===== config.mk =====
export PLATFORM = sky130hd
export DESIGN_NAME = udp_tx_arbiter
export DESIGN_NICKNAME = d
export VERILOG_FILES = /design/src/rtl/udp_tx_arbiter.sv
export SDC_FILE = /design/constraint.sdc
export NUM_CORES = 1
export LEC_CHECK = 0
export CAP_MARGIN = 20
export CORE_ASPECT_RATIO = 1.25
export CORE_UTILIZATION = 41
export DETAILED_ROUTE_END_ITERATION = 8
export PLACE_DENSITY = 0.88
export SKIP_CTS_REPAIR_TIMING = 1
export SLEW_MARGIN = 15
export SYNTH_ARGS = -nofsm -noshare
export SYNTH_HDL_FRONTEND = slang
export SYNTH_SLANG_ARGS = --single-unit

===== constraint.sdc =====
create_clock -name i_sys_clk -period 6.7 [get_ports i_sys_clk]
set_input_delay 1.34 -clock i_sys_clk [delete_from_list [all_inputs] [get_ports i_sys_clk]]
set_output_delay 1.34 -clock i_sys_clk [all_outputs]
set_load 0.05 [all_outputs]

===== src/rtl/udp_tx_arbiter.sv =====
// Round-robin arbiter sharing the UDP tx packet RAM write port and send request among N_REQ producers.
// Optional statistics counters are enabled with the UDP_TX_ARB_STATS_EN macro.
module udp_tx_arbiter #(
   parameter int N_REQ       = 3,
   parameter int ADDR_W      = 9,
   parameter int DATA_W      = 32,
   parameter int MAX_PAYLOAD = 1472,
   parameter int TIMEOUT_CYC = 4096
) (
   input  logic                     i_sys_clk,
   input  logic                     i_rst_n,
   input  logic [N_REQ-1:0]         i_req,
   output logic [N_REQ-1:0]         o_grant,
   input  logic [N_REQ-1:0]         i_wr_en,
   input  logic [N_REQ*ADDR_W-1:0]  i_wr_addr,
   input  logic [N_REQ*DATA_W-1:0]  i_wr_data,
   input  logic [N_REQ*16-1:0]      i_payload_len,
   input  logic [N_REQ-1:0]         i_fill_done,
   input  logic                     i_tx_busy,
   output logic                     o_ram_wr_en,
   output logic [ADDR_W-1:0]        o_ram_wr_addr,
   output logic [DATA_W-1:0]        o_ram_wr_data,
   output logic [15:0]              o_data_length,
   output logic [15:0]              o_total_length,
   output logic                     o_send_req,
   output logic [N_REQ-1:0]         o_pkt_done,
`ifdef UDP_TX_ARB_STATS_EN
   output logic [31:0]              o_pkt_cnt,
   output logic [15:0]              o_timeout_cnt,
`endif
   output logic                     o_err
);

   localparam int IDX_W = $clog2(N_REQ);
   localparam int CNT_W = $clog2(TIMEOUT_CYC + 1);

   typedef enum logic [2:0] {
      S_IDLE,
      S_FILL,
      S_SEND,
      S_WAIT_START,
      S_WAIT_DONE,
      S_RELEASE
   } state_t;

   state_t             r_state;
   logic [IDX_W-1:0]   r_ptr;
   logic [IDX_W-1:0]   r_idx;
   logic [CNT_W-1:0]   r_cnt;
   logic [N_REQ-1:0]   r_grant;
   logic [15:0]        r_data_length;
   logic [15:0]        r_total_length;
   logic               r_send_req;
   logic [N_REQ-1:0]   r_pkt_done;
   logic               r_err;
`ifdef UDP_TX_ARB_STATS_EN
   logic [31:0]        r_pkt_cnt;
   logic [15:0]        r_timeout_cnt;
`endif

   logic               w_any;
   logic [IDX_W-1:0]   w_pick;
   logic [15:0]        w_len;
   logic               w_len_bad;

   // Rotating priority search: first asserted request at or after the pointer.
   // NOTE: every always_comb output gets a default first so no latch is inferred.
   always_comb begin
      logic [IDX_W:0] v_j;
      w_any  = 1'b0;
      w_pick = '0;
      v_j    = '0;
      for (int i = 0; i < N_REQ; i++) begin
         v_j = {1'b0, r_ptr} + (IDX_W+1)'(i);
         if (v_j >= (IDX_W+1)'(N_REQ)) v_j = v_j - (IDX_W+1)'(N_REQ);
         if (!w_any && i_req[v_j[IDX_W-1:0]]) begin
            w_any  = 1'b1;
            w_pick = v_j[IDX_W-1:0];
         end
      end
   end

   always_comb begin
      o_ram_wr_en   = 1'b0;
      o_ram_wr_addr = '0;
      o_ram_wr_data = '0;
      if (r_state == S_FILL) begin
         o_ram_wr_en   = i_wr_en[r_idx];
         o_ram_wr_addr = i_wr_addr[int'(r_idx)*ADDR_W +: ADDR_W];
         o_ram_wr_data = i_wr_data[int'(r_idx)*DATA_W +: DATA_W];
      end
   end

   assign w_len     = i_payload_len[int'(r_idx)*16 +: 16];
   assign w_len_bad = (w_len == 16'd0) || (w_len > 16'(MAX_PAYLOAD));

   // NOTE: sequential state uses non-blocking assignments only, so every register sees pre-edge values.
   always_ff @(posedge i_sys_clk or negedge i_rst_n) begin
      if (!i_rst_n) begin
         r_state        <= S_IDLE;
         r_ptr          <= '0;
         r_idx          <= '0;
         r_cnt          <= '0;
         r_grant        <= '0;
         r_data_length  <= '0;
         r_total_length <= '0;
         r_send_req     <= 1'b0;
         r_pkt_done     <= '0;
         r_err          <= 1'b0;
`ifdef UDP_TX_ARB_STATS_EN
         r_pkt_cnt      <= '0;
         r_timeout_cnt  <= '0;
`endif
      end else begin
         r_send_req <= 1'b0;
         r_pkt_done <= '0;
         r_err      <= 1'b0;
         case (r_state)
            S_IDLE: begin
               if (w_any) begin
                  r_idx   <= w_pick;
                  r_grant <= N_REQ'(1) << w_pick;
                  r_state <= S_FILL;
               end
            end
            S_FILL: begin
               if (i_fill_done[r_idx]) begin
                  if (w_len_bad) begin
                     r_err      <= 1'b1;
                     r_pkt_done <= r_grant;
                     r_state    <= S_RELEASE;
                  end else begin
                     r_data_length  <= w_len + 16'd8;
                     r_total_length <= w_len + 16'd28;
                     r_send_req     <= 1'b1;
                     r_cnt          <= '0;
                     r_state        <= S_SEND;
                  end
               end
            end
            // The timeout window opens with the send-request cycle itself.
            S_SEND: begin
               r_cnt   <= r_cnt + 1'b1;
               r_state <= S_WAIT_START;
            end
            S_WAIT_START: begin
               if (i_tx_busy) begin
                  r_state <= S_WAIT_DONE;
               end else if (r_cnt == CNT_W'(TIMEOUT_CYC - 1)) begin
                  r_err      <= 1'b1;
                  r_pkt_done <= r_grant;
                  r_state    <= S_RELEASE;
`ifdef UDP_TX_ARB_STATS_EN
                  if (r_timeout_cnt != '1) r_timeout_cnt <= r_timeout_cnt + 1'b1;
`endif
               end else begin
                  r_cnt <= r_cnt + 1'b1;
               end
            end
            S_WAIT_DONE: begin
               if (!i_tx_busy) begin
                  r_pkt_done <= r_grant;
                  r_state    <= S_RELEASE;
`ifdef UDP_TX_ARB_STATS_EN
                  if (r_pkt_cnt != '1) r_pkt_cnt <= r_pkt_cnt + 1'b1;
`endif
               end
            end
            S_RELEASE: begin
               r_grant <= '0;
               r_ptr   <= (r_idx == IDX_W'(N_REQ - 1)) ? '0 : r_idx + 1'b1;
               r_state <= S_IDLE;
            end
            default: r_state <= S_IDLE;
         endcase
      end
   end

   assign o_grant        = r_grant;
   assign o_data_length  = r_data_length;
   assign o_total_length = r_total_length;
   assign o_send_req     = r_send_req;
   assign o_pkt_done     = r_pkt_done;
   assign o_err          = r_err;
`ifdef UDP_TX_ARB_STATS_EN
   assign o_pkt_cnt      = r_pkt_cnt;
   assign o_timeout_cnt  = r_timeout_cnt;
`endif

endmodule


* Word-level counts from Yosys, hierarchy flattened
Cells that the tools add are included.
** Cells by class
- Add/sub/neg operators :: 9
- Multiply operators :: 1
- Magnitude comparators :: 8
- Equality and inequality tests :: 14
- Shift operators :: 4
- Multiplexer cells :: 51
- Bitwise operators :: 1
- Reduce and logical (&&, ||, !) cells :: 14
** Operators with widths (number)
- $shiftx A96 B8 Y32 :: 1
- $mux W13 :: 4
- $shiftx A48 B7 Y16 :: 1
- $pmux W13 S3 :: 1
- $mux W3 :: 12
- $mux W32 :: 1
- $shiftx A27 B7 Y9 :: 1
- $add A16 B4 Y16 const B :: 1
- $add A16 B5 Y16 const B :: 1
- $gt A16 B11 Y1 const B :: 1
- $logic_not A16 Y1 :: 1
- $mux W1 :: 16
- $pmux W3 S5 :: 1
- $mux W2 :: 7
- $add A13 B1 Y13 const B :: 1
- $eq A13 B12 Y1 const B :: 1
- $lt A2 B3 Y1 const B :: 4
- $bmux W1 S2 :: 5
- $ne A2 B2 Y1 const B :: 5
- $mux W9 :: 1
- $pmux W3 S3 :: 1
- $eq A3 B2 Y1 const B :: 2
- $eq A3 B3 Y1 const B :: 2
- $ge A3 B2 Y1 const B :: 2
- 24 further kinds :: 29
** Word-level totals
- Register bits :: 60
- Bits of input ports :: 183
- Output and inout port bits :: 82
- Logic and storage cells :: 112

* Depth between registers and ports, before layout
Gate-level depths: netlist of the first run.
- Word-level depth :: 14
- Gate-level depth with buffers :: 16
- Depth with buffers taken out :: 11

* Worst setup path after synthesis of the first run
No wires, ideal clock.
- Path kind :: reg-to-output
- From :: register r_idx[0]
- To :: output o_ram_wr_data[29]
- Arrival time :: 2.266 ns
- Required time :: 5.360 ns
- Path slack :: 3.094 ns
- Cell stages (with the launch flop) :: 9
- Path buffers :: 4
- Cell sequence :: dfrtp_1 -> buf_6 -> buf_4 -> buf_2 -> buf_1 -> mux2i_1 -> nor2_1 -> a21oi_1 -> nor2_1
** On the way
- Longest elaborated chain between the ends :: 2
** Ends and longest elaborated chain
- start: declaration :: RTL line 48 : logic [IDX_W-1:0] r_idx;
- start signal: assignment :: RTL line 121 : r_idx <= w_pick;
- $shiftx A96 B8 Y32 :: RTL line 90 : o_ram_wr_data = i_wr_data[int'(r_idx)*DATA_W +: DATA_W];
- $mux W32 :: RTL line 87 : if (r_state == S_FILL) begin
- end: declaration :: RTL line 22 : output logic [DATA_W-1:0] o_ram_wr_data,
Every way passes these cells.

* Worst setup path after layout of the first run
- From :: register r_idx[0]
- To :: output o_ram_wr_en
** On the way
- Longest elaborated chain between the ends :: 3
** Ends and longest elaborated chain
- $bmux W1 S2 :: RTL line 88 : o_ram_wr_en = i_wr_en[r_idx];
- $mux W1 (implied by the code) :: RTL line 88
- $mux W1 :: RTL line 87
- end: declaration :: RTL line 20 : output logic o_ram_wr_en,
Every way passes these cells. The select of a mux whose other input is x is not followed.

==> Implementation_results.wiki, run 1 <==
{| class="wikitable"
! Metric !! Value
|-
| Placement row count || 41
|-
| Global-route met1 utilization || 39.70%
|-
| Highest Clock Rate || 206.7 MHz
|-
| Count of buffers from port buffering || 264
|-
| Reported max-cap violation count || 0
|-
| Post-layout util || 71.08%
|-
| Number of global-route vias before repair || 4660
|-
| Count of final setup violators || 0
|-
| Fraction of synthesized area in multiplexers || 13.91%
|-
| Sequential area share after synthesis || 33.84%
|-
| Crit path arrival time || 3500 ps
|-
| Area share of fa/ha/maj cells after synthesis || 2.334%
|-
| Unrepaired setup endpoints after global routing || false
|-
| CTS clock-pin slew for the worst setup and hold paths || 50 ps
|-
| Area inside the core boundary || 10160 µm²
|-
| Series of cell instances along the critical path || nor2b_4 > buf_4 > a21oi_1 > nor2_1 > clkdlybuf4s50_1
|-
| Clock tree from TritonCTS || built
|-
| Commonest non-fill, non-tap cells in the layout || 263 x clkdlybuf4s50_1, 106 x nor2_1, 65 x a21oi_1
|-
| Synth Area in Compound Gates || 18.12%
|-
| DR WL/cell || 18.57 µm
|-
| Portion of total power attributed to combinational logic || 69.8%
|-
| Pwr per Cell Area || 477.7 nW/µm²
|-
| Total wire length after detailed routing || 16860 µm
|-
| Diode insertion count for antenna repair || 0
|-
| Sum of overflow across all layers after global routing || 0
|-
| Starting density of the core || 42.23%
|-
| Int Pwr || 1554 µW
|-
| Instance count of the mapped netlist || 534
|-
| Maximum number of pins on one net before global-route repair || 64
|-
| Number of hold violations in the final report || 0
|-
| Startpoint type of the worst setup path || register
|-
| Wire length of the first global-routing pass || 24700 µm
|-
| Crit Path Max Fanout || 63
|-
| Crit path time final || 4838 ps
|-
| Worst vdd rail ir drop || 0.2189 mV
|-
| Post-synth net total || 725
|-
| Post-synth EDFFs || 0
|-
| Distinct cell type count after synthesis || 57
|-
| Most used flip-flop cell after synthesis || dfrtp_1
|-
| XOR/XNOR Fraction of Synth Area || 2.655%
|-
| Share of layout cells above drive strength 1 || 4.493%
|-
| Die Y-Extent || 116.4 µm
|-
| Netlist area before placement || 4289 µm²
|-
| Net switching fraction of the power || 54.95%
|-
| Category of the critical setup timing path || register to output port
|-
| Post-synthesis share of cell area spent on and, or, nand and nor gates || 23.86%
|-
| Result of the run || completed
|-
| Combinational family with the most area after synthesis || simple AND/OR/NAND/NOR gates
|-
| Placed cell areas || 6934 µm²
|-
| Max Buffers Root-to-Sink || 2
|-
| Area of all placed cells without fillers || 7219 µm²
|-
| Fraction of registers with async set or reset after synthesis || 100.0%
|-
| I/O pins || 265
|-
| Clock root buffer || clkbuf_16
|-
| Total global routing track utilization || 30.51%
|-
| Most crowded layer after global routing || met2
|-
| Final HPWL DP || 13410 µm
|-
| Gpl congestion || 0.9138
|-
| Via count normalized by instance count || 5.461
|-
| Initial antenna violation count || 1
|-
| Power dissipated by switching net loads || 1895 µW
|-
| ANT nets after route || 0
|-
| Number of levels in the clock H-tree || 3
|-
| Vias || 4959
|-
| Number of warnings issued by yosys || 0
|-
| Setup skew after layout || 5.687 ps
|-
| Leakage power figure || 0.002921 µW
|-
| Avg Synthesized Cell Area || 8.032 µm²
|-
| Delay of the slowest cell on the worst path || 850 ps
|-
| Sum of negative setup slack || 0 ps
|-
| TritonCTS Sinks || 58
|-
| Hold WC Path Type || register to register
|-
| Worst hold margin || 482.8 ps
|-
| Max Transition Viols Final || 0
|-
| Horiz. Die Dim || 93.48 µm
|-
| Critical Path Slowest Stage Cell || clkdlybuf4s50_1
|-
| Slew at the pin closest to its max-slew limit || 1039 ps
|-
| Area growth from synthesis to layout || 68.32%
|-
| Relative slew slack || 30.71%
|-
| Sequential group share of total power || 17.7%
|-
| Count of unresolved DRC violations after routing || 0
|-
| Floorplan die area || 10880 µm²
|-
| Leading cell type in the layout, fill and taps excluded || clkdlybuf4s50_1
|-
| Clock latency on the worst-skew pair || 320 ps
|-
| Final clock period utilization by the worst path || 72.22%
|-
| Data required time of the worst path || 5360 ps
|-
| Global-route track usage on met2 || 49.17%
|-
| Clock group share of total power || 12.5%
|-
| Critical path capture point type || output port
|-
| Starting DRC count in detailed routing || 264
|-
| Flip-flop and latch count after synthesis || 58
|-
| Number of buffers created by CTS || 9
|-
| Nets@finish || 965
|-
| Global Route met3 Usage || 6.576%
|-
| Detailed Routing Iterations Pass 1 || 5
|}
## power by group through the flow
| stage | registers (µW) | logic (µW) | clock network (µW) |
|---|---|---|---|
| final | 610 | 2410 | 431 |
| after global routing | 625 | 2540 | 452 |
| after floorplan | 747 | 1450 | 0 |
| after CTS | 607 | 2390 | 433 |
| after detailed placement | 612 | 2380 | 0 |
| after global placement | 601 | 2340 | 0 |
## sequential cells by signal, summed over array words and instances (netlist names)
signal / cells
r_cnt: 13
o_err: 1
o_pkt_done: 3
o_total_length: 14
o_grant: 3
o_send_req: 1
o_data_length: 16
r_state: 3
r_idx: 2
r_ptr: 2
## cell families after synthesis
kind of cell | count (synthesis)
and+or+nand+nor | 215
AOI/OAI and AO/OA | 132
muxes | 59
DFF | 58
buffers and inverters | 49
xor gates and xnor gates | 13
adders and majority gates | 8
## per-stage QoR
step	total power (µW)	setup slack [ps]	instances
6_report	3449	1862	908
5_1_grt	3616	1711	908
4_1_cts	3431	1885	908
3_5_place_dp	2992	2194	892
3_3_place_gp	2942	2187	892
2_1_floorplan	2194	3094	534
## metal layers
layer  share of wire, %  up-vias
li1                   -     2349
met1                 39     2286
met2                 48      286
met3                 11       36
met4                3.1        2
met5              0.077        -
## Yosys cell counts, types with 2 or more instances
| cell | n | area [µm²] |
|---|---|---|
| mux2_2 | 5 | 56.30 |
| ha_1 | 8 | 100.1 |
| buf_2 | 7 | 35.03 |
| nor3_1 | 6 | 30.03 |
| mux2i_1 | 54 | 540.5 |
| a22oi_1 | 3 | 22.52 |
| nand2b_1 | 2 | 12.51 |
| nor2_1 | 106 | 397.9 |
| o211ai_1 | 2 | 15.01 |
| nand3b_1 | 3 | 22.52 |
| xnor2_1 | 4 | 35.03 |
| o31ai_1 | 4 | 30.03 |
| buf_6 | 3 | 33.78 |
| buf_1 | 9 | 33.78 |
| nor2b_1 | 5 | 31.28 |
| a221oi_1 | 2 | 17.52 |
| o2bb2ai_1 | 6 | 52.55 |
| or3_1 | 9 | 56.30 |
| o21ai_0 | 35 | 175.2 |
| xor2_1 | 9 | 78.83 |
| or4_1 | 3 | 22.52 |
| nor4_1 | 2 | 12.51 |
| nand2_1 | 37 | 138.9 |
| inv_1 | 9 | 33.78 |
| and4_1 | 2 | 17.52 |
| a21o_1 | 2 | 15.01 |
| nor3b_1 | 3 | 22.52 |
| nand4b_1 | 2 | 17.52 |
| nand4_1 | 5 | 31.28 |
| or2_2 | 2 | 12.51 |
| clkbuf_1 | 17 | 63.81 |
| buf_4 | 3 | 22.52 |
| and2_1 | 11 | 68.82 |
| a21oi_1 | 65 | 325.3 |
| dfrtp_1 | 58 | 1451 |
| nand3_1 | 10 | 50.05 |
## cell type report
cell class                      count  area [µm²]
Timing Repair Buffer              268        2668
Clock buffer                       15       277.8
Clock inverter                      1       7.507
Sequential cell                    58        1456
Tap cell                          129       161.4
Inverter                           10       37.54
Fill cell                         782        2938
Multi-Input combinational cell    427        2611
## final timing paths
path	start	to	slack, ps	cells after the start
setup / recovery	r_idx[0]	o_ram_wr_en	1860	5
hold / removal	o_total_length[14]	o_total_length[14]	480	1
setup reg to reg	r_idx[0]	r_cnt[11]	2280	12
hold reg to reg	o_total_length[14]	o_total_length[14]	480	1
max in group asynchronous	i_rst_n	r_idx[0]	4980	2
min in group asynchronous	i_rst_n	o_data_length[15]	1160	2
## worst max-delay path: cells and delay by family, from the launching register on
family / cells / cell delay [ps]
buffers and inverters: 2 / 1270
AOI/OAI and AO/OA: 1 / 130
and+or+nand+nor: 2 / 920
DFF: 1 / 820
Power figures use the tool's default switching activity.
==> inputs of run 2 (changes only) <==
--- a/config.mk
+++ b/config.mk
@@ -7,9 +7,9 @@
 export LEC_CHECK = 0
 export CAP_MARGIN = 20
 export CORE_ASPECT_RATIO = 1.25
-export CORE_UTILIZATION = 41
+export CORE_UTILIZATION = 34
 export DETAILED_ROUTE_END_ITERATION = 8
-export PLACE_DENSITY = 0.88
+export PLACE_DENSITY = 0.78
 export SKIP_CTS_REPAIR_TIMING = 1
 export SLEW_MARGIN = 15
 export SYNTH_ARGS = -nofsm -noshare
==> constraint.sdc (replaced) <==
create_clock -name i_sys_clk -period 4 [get_ports i_sys_clk]
set_input_delay 0.8 -clock i_sys_clk [delete_from_list [all_inputs] [get_ports i_sys_clk]]
set_output_delay 0.8 -clock i_sys_clk [all_outputs]
set_load 0.05 [all_outputs]
==> Implementation_results.wiki, run 2 (synthesis gave the netlist of run 1 again) <==
{| class="wikitable"
! Metric !! Value
|-
| Largest register FFs || 16
|-
| Startpoint type of the worst setup path || register
|-
| Count of unresolved DRC violations after routing || 0
|-
| Clock latency on the worst-skew pair || 330 ps
|-
| Crit path arrival time || 2550 ps
|-
| Leading cell type in the layout, fill and taps excluded || clkdlybuf4s50_1
|-
| Nets@finish || 975
|-
| Result of the run || completed
|-
| Detailed Routing Iterations Pass 1 || 4
|-
| Setup skew after layout || 6.316 ps
|-
| Crit path time final || 3351 ps
|-
| Area inside the core boundary || 12220 µm²
|-
| Crit Path Max Fanout || 43
|-
| Flop2flop setup slack || 720 ps
|-
| Wire length of the first global-routing pass || 24180 µm
|-
| CTS clock-pin slew for the worst setup and hold paths || 50 ps
|-
| Slew at the pin closest to its max-slew limit || 886.6 ps
|-
| Final clock period utilization by the worst path || 83.77%
|-
| Highest Clock Rate || 298.4 MHz
|-
| Clock root buffer || clkbuf_16
|-
| Max Transition Viols Final || 0
|-
| Maximum number of pins on one net before global-route repair || 48
|-
| Count of final setup violators || 0
|-
| Total wire length after detailed routing || 16030 µm
|-
| Vias || 4919
|-
| Die Y-Extent || 127.6 µm
|-
| Clock tree from TritonCTS || built
|-
| Post-route total power || 5731 µW
|-
| Unrepaired setup endpoints after global routing || false
|-
| Worst vdd rail ir drop || 0.3727 mV
|-
| Critical path capture point type || output port
|-
| Share of layout cells above drive strength 1 || 11.28%
|-
| Starting density of the core || 35.10%
|-
| Horiz. Die Dim || 102.5 µm
|-
| DR WL/cell || 16.82 µm
|-
| Number of buffers created by CTS || 9
|-
| Category of the critical setup timing path || register to output port
|-
| Starting DRC count in detailed routing || 193
|-
| Final HPWL DP || 12970 µm
|-
| Commonest non-fill, non-tap cells in the layout || 221 x clkdlybuf4s50_1, 106 x nor2_1, 65 x a21oi_1
|-
| Data required time of the worst path || 3200 ps
|-
| Reported max-cap violation count || 0
|-
| Count of buffers from port buffering || 264
|-
| Diode insertion count for antenna repair || 0
|-
| ANT nets after route || 0
|-
| Placement row count || 45
|-
| Number of levels in the clock H-tree || 3
|-
| Hold WC Path Type || register to register
|-
| Via count normalized by instance count || 5.162
|-
| Relative slew slack || 40.90%
|-
| Number of hold violations in the final report || 0
|-
| Sum of overflow across all layers after global routing || 0
|-
| TritonCTS Sinks || 58
|-
| Initial antenna violation count || 0
|-
| # fillers || 1059
|-
| Sum of negative setup slack || 0 ps
|-
| Area growth from synthesis to layout || 69.19%
|-
| Max Buffers Root-to-Sink || 2
|-
| Number of global-route vias before repair || 4838
|-
| I/O pins || 265
|-
| Leakage power figure || 0.003056 µW
|-
| Pwr per Cell Area || 789.8 nW/µm²
|-
| Floorplan die area || 13070 µm²
|-
| Total global routing track utilization || 24.34%
|-
| Gpl congestion || 0.8753
|}
==> run 2: power breakdown <==
group | total, µW | switching, µW | internal (µW)
Combinational | 4010 | 2650 | 1360
Sequential | 968 | 212 | 755
Clock | 758 | 263 | 496
==> run 2: worst max-delay path: stages (launching register included) <==
cell and delay, ps:
dfrtp_1 600, nand2b_1 290, or2_2 640, nor2_1 420, buf_4 270
==> run 2: per-layer routing <==
layer  vias up  track usage, %  wire length (µm)
met5         -               0                 0
met2       237           42.31              8037
li1       2363               -                 -
met4         0           9.244               446
met3        27           5.033              1205
met1      2292           28.98              6338
==> run 2: final timing paths <==
kind                                endpoint              from  cells after the start
setup / recovery            o_ram_wr_addr[1]        r_state[2]                      4
hold / removal              o_data_length[6]  o_data_length[6]                      2
setup reg to reg                    r_cnt[4]          r_idx[0]                     12
hold reg to reg             o_data_length[6]  o_data_length[6]                      2
max in group asynchronous  o_total_length[8]           i_rst_n                      2
min in group asynchronous           r_ptr[0]           i_rst_n                      1
==> run 2: final cells by class <==
| type | instances | area [µm²] | area share [%] |
|---|---|---|---|
| flip-flops and latches | 58 | 1456 | 20.07 |
| clock inverters | 5 | 53.80 | 0.7414 |
| repair buffers | 278 | 2650 | 36.52 |
| well taps | 164 | 205.2 | 2.828 |
| clock buffers | 11 | 242.7 | 3.345 |
| multi-input cells | 427 | 2611 | 35.98 |
| inverters | 10 | 37.54 | 0.5172 |
==> run 2: through the flow <==
| step | util [%] | instance area (µm²) | instances | hold slack [ps] | setup slack (ps) |
|---|---|---|---|---|---|
| 2_1_floorplan | - | 4289 | 534 | 474.5 | 934.0 |
| 3_3_place_gp | 56.97 | 6960 | 937 | 469.9 | 533.0 |
| 3_5_place_dp | 56.97 | 6960 | 937 | 470.2 | 325.2 |
| 4_1_cts | 59.40 | 7257 | 953 | 484.5 | 655.5 |
| 5_1_grt | 59.40 | 7257 | 953 | 501.0 | 439.7 |
| 6_report | 59.40 | 7257 | 953 | 479.1 | 649.3 |
==> inputs of run 3 (changes only) <==
--- a/config.mk
+++ b/config.mk
@@ -7,9 +7,9 @@
 export LEC_CHECK = 0
 export CAP_MARGIN = 20
 export CORE_ASPECT_RATIO = 1.25
-export CORE_UTILIZATION = 34
+export CORE_UTILIZATION = 38
 export DETAILED_ROUTE_END_ITERATION = 8
-export PLACE_DENSITY = 0.78
+export PLACE_DENSITY = 0.82
 export SKIP_CTS_REPAIR_TIMING = 1
 export SLEW_MARGIN = 15
 export SYNTH_ARGS = -nofsm -noshare
==> constraint.sdc (replaced) <==
create_clock -name i_sys_clk -period 3.5 [get_ports i_sys_clk]
set_input_delay 0.7 -clock i_sys_clk [delete_from_list [all_inputs] [get_ports i_sys_clk]]
set_output_delay 0.7 -clock i_sys_clk [all_outputs]
set_load 0.05 [all_outputs]
==> Implementation_results.wiki, run 3 (synthesis gave the netlist of run 1 again) <==
{| class="wikitable"
! Metric !! Value
|-
| Clock root buffer || clkbuf_16
|-
| Leading cell type in the layout, fill and taps excluded || clkdlybuf4s50_1
|-
| Minimum setup slack after placement || 94.21 ps
|-
| Unrepaired setup endpoints after global routing || false
|-
| ANT nets after route || 0
|-
| Maximum number of pins on one net before global-route repair || 44
|-
| Critical path capture point type || register
|-
| Wire length of the first global-routing pass || 25760 µm
|-
| Global-route met1 utilization || 35.23%
|-
| Worst vdd rail ir drop || 0.4617 mV
|-
| Number of levels in the clock H-tree || 3
|-
| Most crowded layer after global routing || met2
|-
| Crit path time final || 3207 ps
|-
| Horiz. Die Dim || 97.03 µm
|-
| I/O pins || 265
|-
| Count of final setup violators || 0
|-
| Number of hold violations in the final report || 0
|-
| Portion of total power attributed to combinational logic || 74.2%
|-
| Final clock period utilization by the worst path || 91.62%
|-
| Int Pwr || 3661 µW
|-
| Global Route met3 Usage || 5.087%
|-
| Startpoint type of the worst setup path || primary input
|-
| Die Y-Extent || 120.8 µm
|-
| Vias || 5149
|-
| DR WL/cell || 18.39 µm
|-
| Global-route track usage on met2 || 49.65%
|-
| Series of cell instances along the critical path || clkdlybuf4s50_1 > mux2i_1 > o21ai_0 > inv_1 > ha_1 > o211ai_1 > nor4_4 > o21a_2 > nand3_1 > buf_4 > nand2_1 > o21ai_0
|-
| Count of buffers from port buffering || 264
|-
| TritonCTS Sinks || 58
|-
| Highest Clock Rate || 311.8 MHz
|-
| Net switching fraction of the power || 51.14%
|-
| Number of buffers created by CTS || 9
|-
| Worst R2R End || o_total_length[9]
|-
| Detailed Routing Iterations Pass 1 || 6
|-
| Area inside the core boundary || 11030 µm²
|-
| Total wire length after detailed routing || 17100 µm
|-
| Clock group share of total power || 11.8%
|-
| Setup skew after layout || 5.721 ps
|-
| Via count normalized by instance count || 5.537
|-
| Reported max-cap violation count || 0
|-
| Sequential group share of total power || 14.0%
|-
| # fillers || 840
|-
| Max Buffers Root-to-Sink || 2
|-
| Worst Reg2Reg Path Length in Cells || 11
|-
| CP most frequent cell || o21ai_0
|-
| Crit Path Max Fanout || 36
|-
| Share of layout cells above drive strength 1 || 12.08%
|-
| Data required time of the worst path || 3680 ps
|-
| Nets@finish || 981
|-
| Relative slew slack || 43.73%
|-
| Flop2flop setup slack || 320 ps
|-
| Max Transition Viols Final || 0
|-
| Slew at the pin closest to its max-slew limit || 844.0 ps
|-
| Diode insertion count for antenna repair || 0
|-
| Final HPWL DP || 14150 µm
|-
| Commonest non-fill, non-tap cells in the layout || 221 x clkdlybuf4s50_1, 106 x nor2_1, 65 x a21oi_1
|-
| Starting density of the core || 38.89%
|-
| Area of the multi-input gates || 2611 µm²
|-
| Total global routing track utilization || 28.63%
|-
| Worst reg2reg path startpoint || r_idx[0]
|-
| Leakage power figure || 0.003215 µW
|-
| Pwr per Cell Area || 962.0 nW/µm²
|-
| CP Depth || 12
|-
| Timing startpoint of the critical path || i_payload_len[18]
|-
| Floorplan die area || 11720 µm²
|-
| Delay of the slowest cell on the worst path || 410 ps
|-
| Number of global-route vias before repair || 4943
|-
| CTS clock-pin slew for the worst setup and hold paths || 60 ps
|-
| Storage cell area || 1456 µm²
|-
| Starting DRC count in detailed routing || 312
|-
| Initial antenna violation count || 0
|-
| Count of unresolved DRC violations after routing || 0
|-
| Area growth from synthesis to layout || 81.56%
|-
| Gpl congestion || 0.8883
|-
| Total buffers and inverters traversed by the critical path || 3
|-
| Category of the critical setup timing path || primary input to register
|-
| Critical Path Sink || o_total_length[9]
|-
| Clock tree from TritonCTS || built
|-
| PnR worst setup slack || 293.2 ps
|-
| Placement row count || 43
|-
| Kind of cell adding the most delay to the critical path || buffers and inverters
|-
| Clock latency on the worst-skew pair || 330 ps
|-
| Power dissipated by switching net loads || 3831 µW
|-
| Critical Path Slowest Stage Cell || clkdlybuf4s50_1
|-
| Crit path arrival time || 3390 ps
|-
| Largest register FFs || 16
|-
| Hold WC Path Type || primary input to asynchronous set/reset pin
|-
| Sum of negative setup slack || 0 ps
|-
| Result of the run || completed
|-
| Sum of overflow across all layers after global routing || 0
|}
[run 3: how the worst min path moves through the flow]
stage / startpoint / cells past startpoint / slack, ps / endpoint
after floorplan: i_rst_n / 0 / 400 / o_data_length[0]
after global placement: o_data_length[3] / 2 / 470 / o_data_length[3]
after detailed placement: o_total_length[15] / 1 / 470 / o_total_length[15]
after CTS: o_total_length[15] / 1 / 490 / o_total_length[15]
after global routing: o_total_length[14] / 1 / 510 / o_total_length[14]
final: i_rst_n / 1 / 480 / r_cnt[4]
[run 3: layer usage]
layer  share of wire (%)  up-vias
li1                    -     2377
met1                  38     2418
met2                  50      315
met3                 9.7       39
met4                 2.5        0
met5                   0        -
[run 3: layout make-up]
| class | count | share of cell area (%) |
|---|---|---|
| Sequential cell | 58 | 18.70 |
| Tap cell | 135 | 2.169 |
| Clock inverter | 6 | 0.8515 |
| Clock buffer | 10 | 3.069 |
| Timing Repair Buffer | 284 | 41.20 |
| Inverter | 10 | 0.4820 |
| Multi-Input combinational cell | 427 | 33.53 |
[run 3: power groups by stage]
stage          combinational [µW]  sequential, µW  clock, µW
2_1_floorplan                2770            1430          0
3_3_place_gp                 5430            1050          0
3_5_place_dp                 5520            1060          0
4_1_cts                      5540            1050        889
5_1_grt                      5830            1080        917
6_report                     5560            1050        881
[run 3: through the flow]
step / total power, µW / area [µm²] / hold WS (ps) / cells / utilization, %
6_report: 7492 / 7787 / 479.2 / 930 / 70.61
5_1_grt: 7819 / 7787 / 505.3 / 930 / 70.61
4_1_cts: 7481 / 7787 / 487.3 / 930 / 70.61
3_5_place_dp: 6580 / 7482 / 470.7 / 914 / 67.84
3_3_place_gp: 6480 / 7482 / 466.4 / 914 / 67.84
2_1_floorplan: 4200 / 4289 / 404.4 / 534 / -
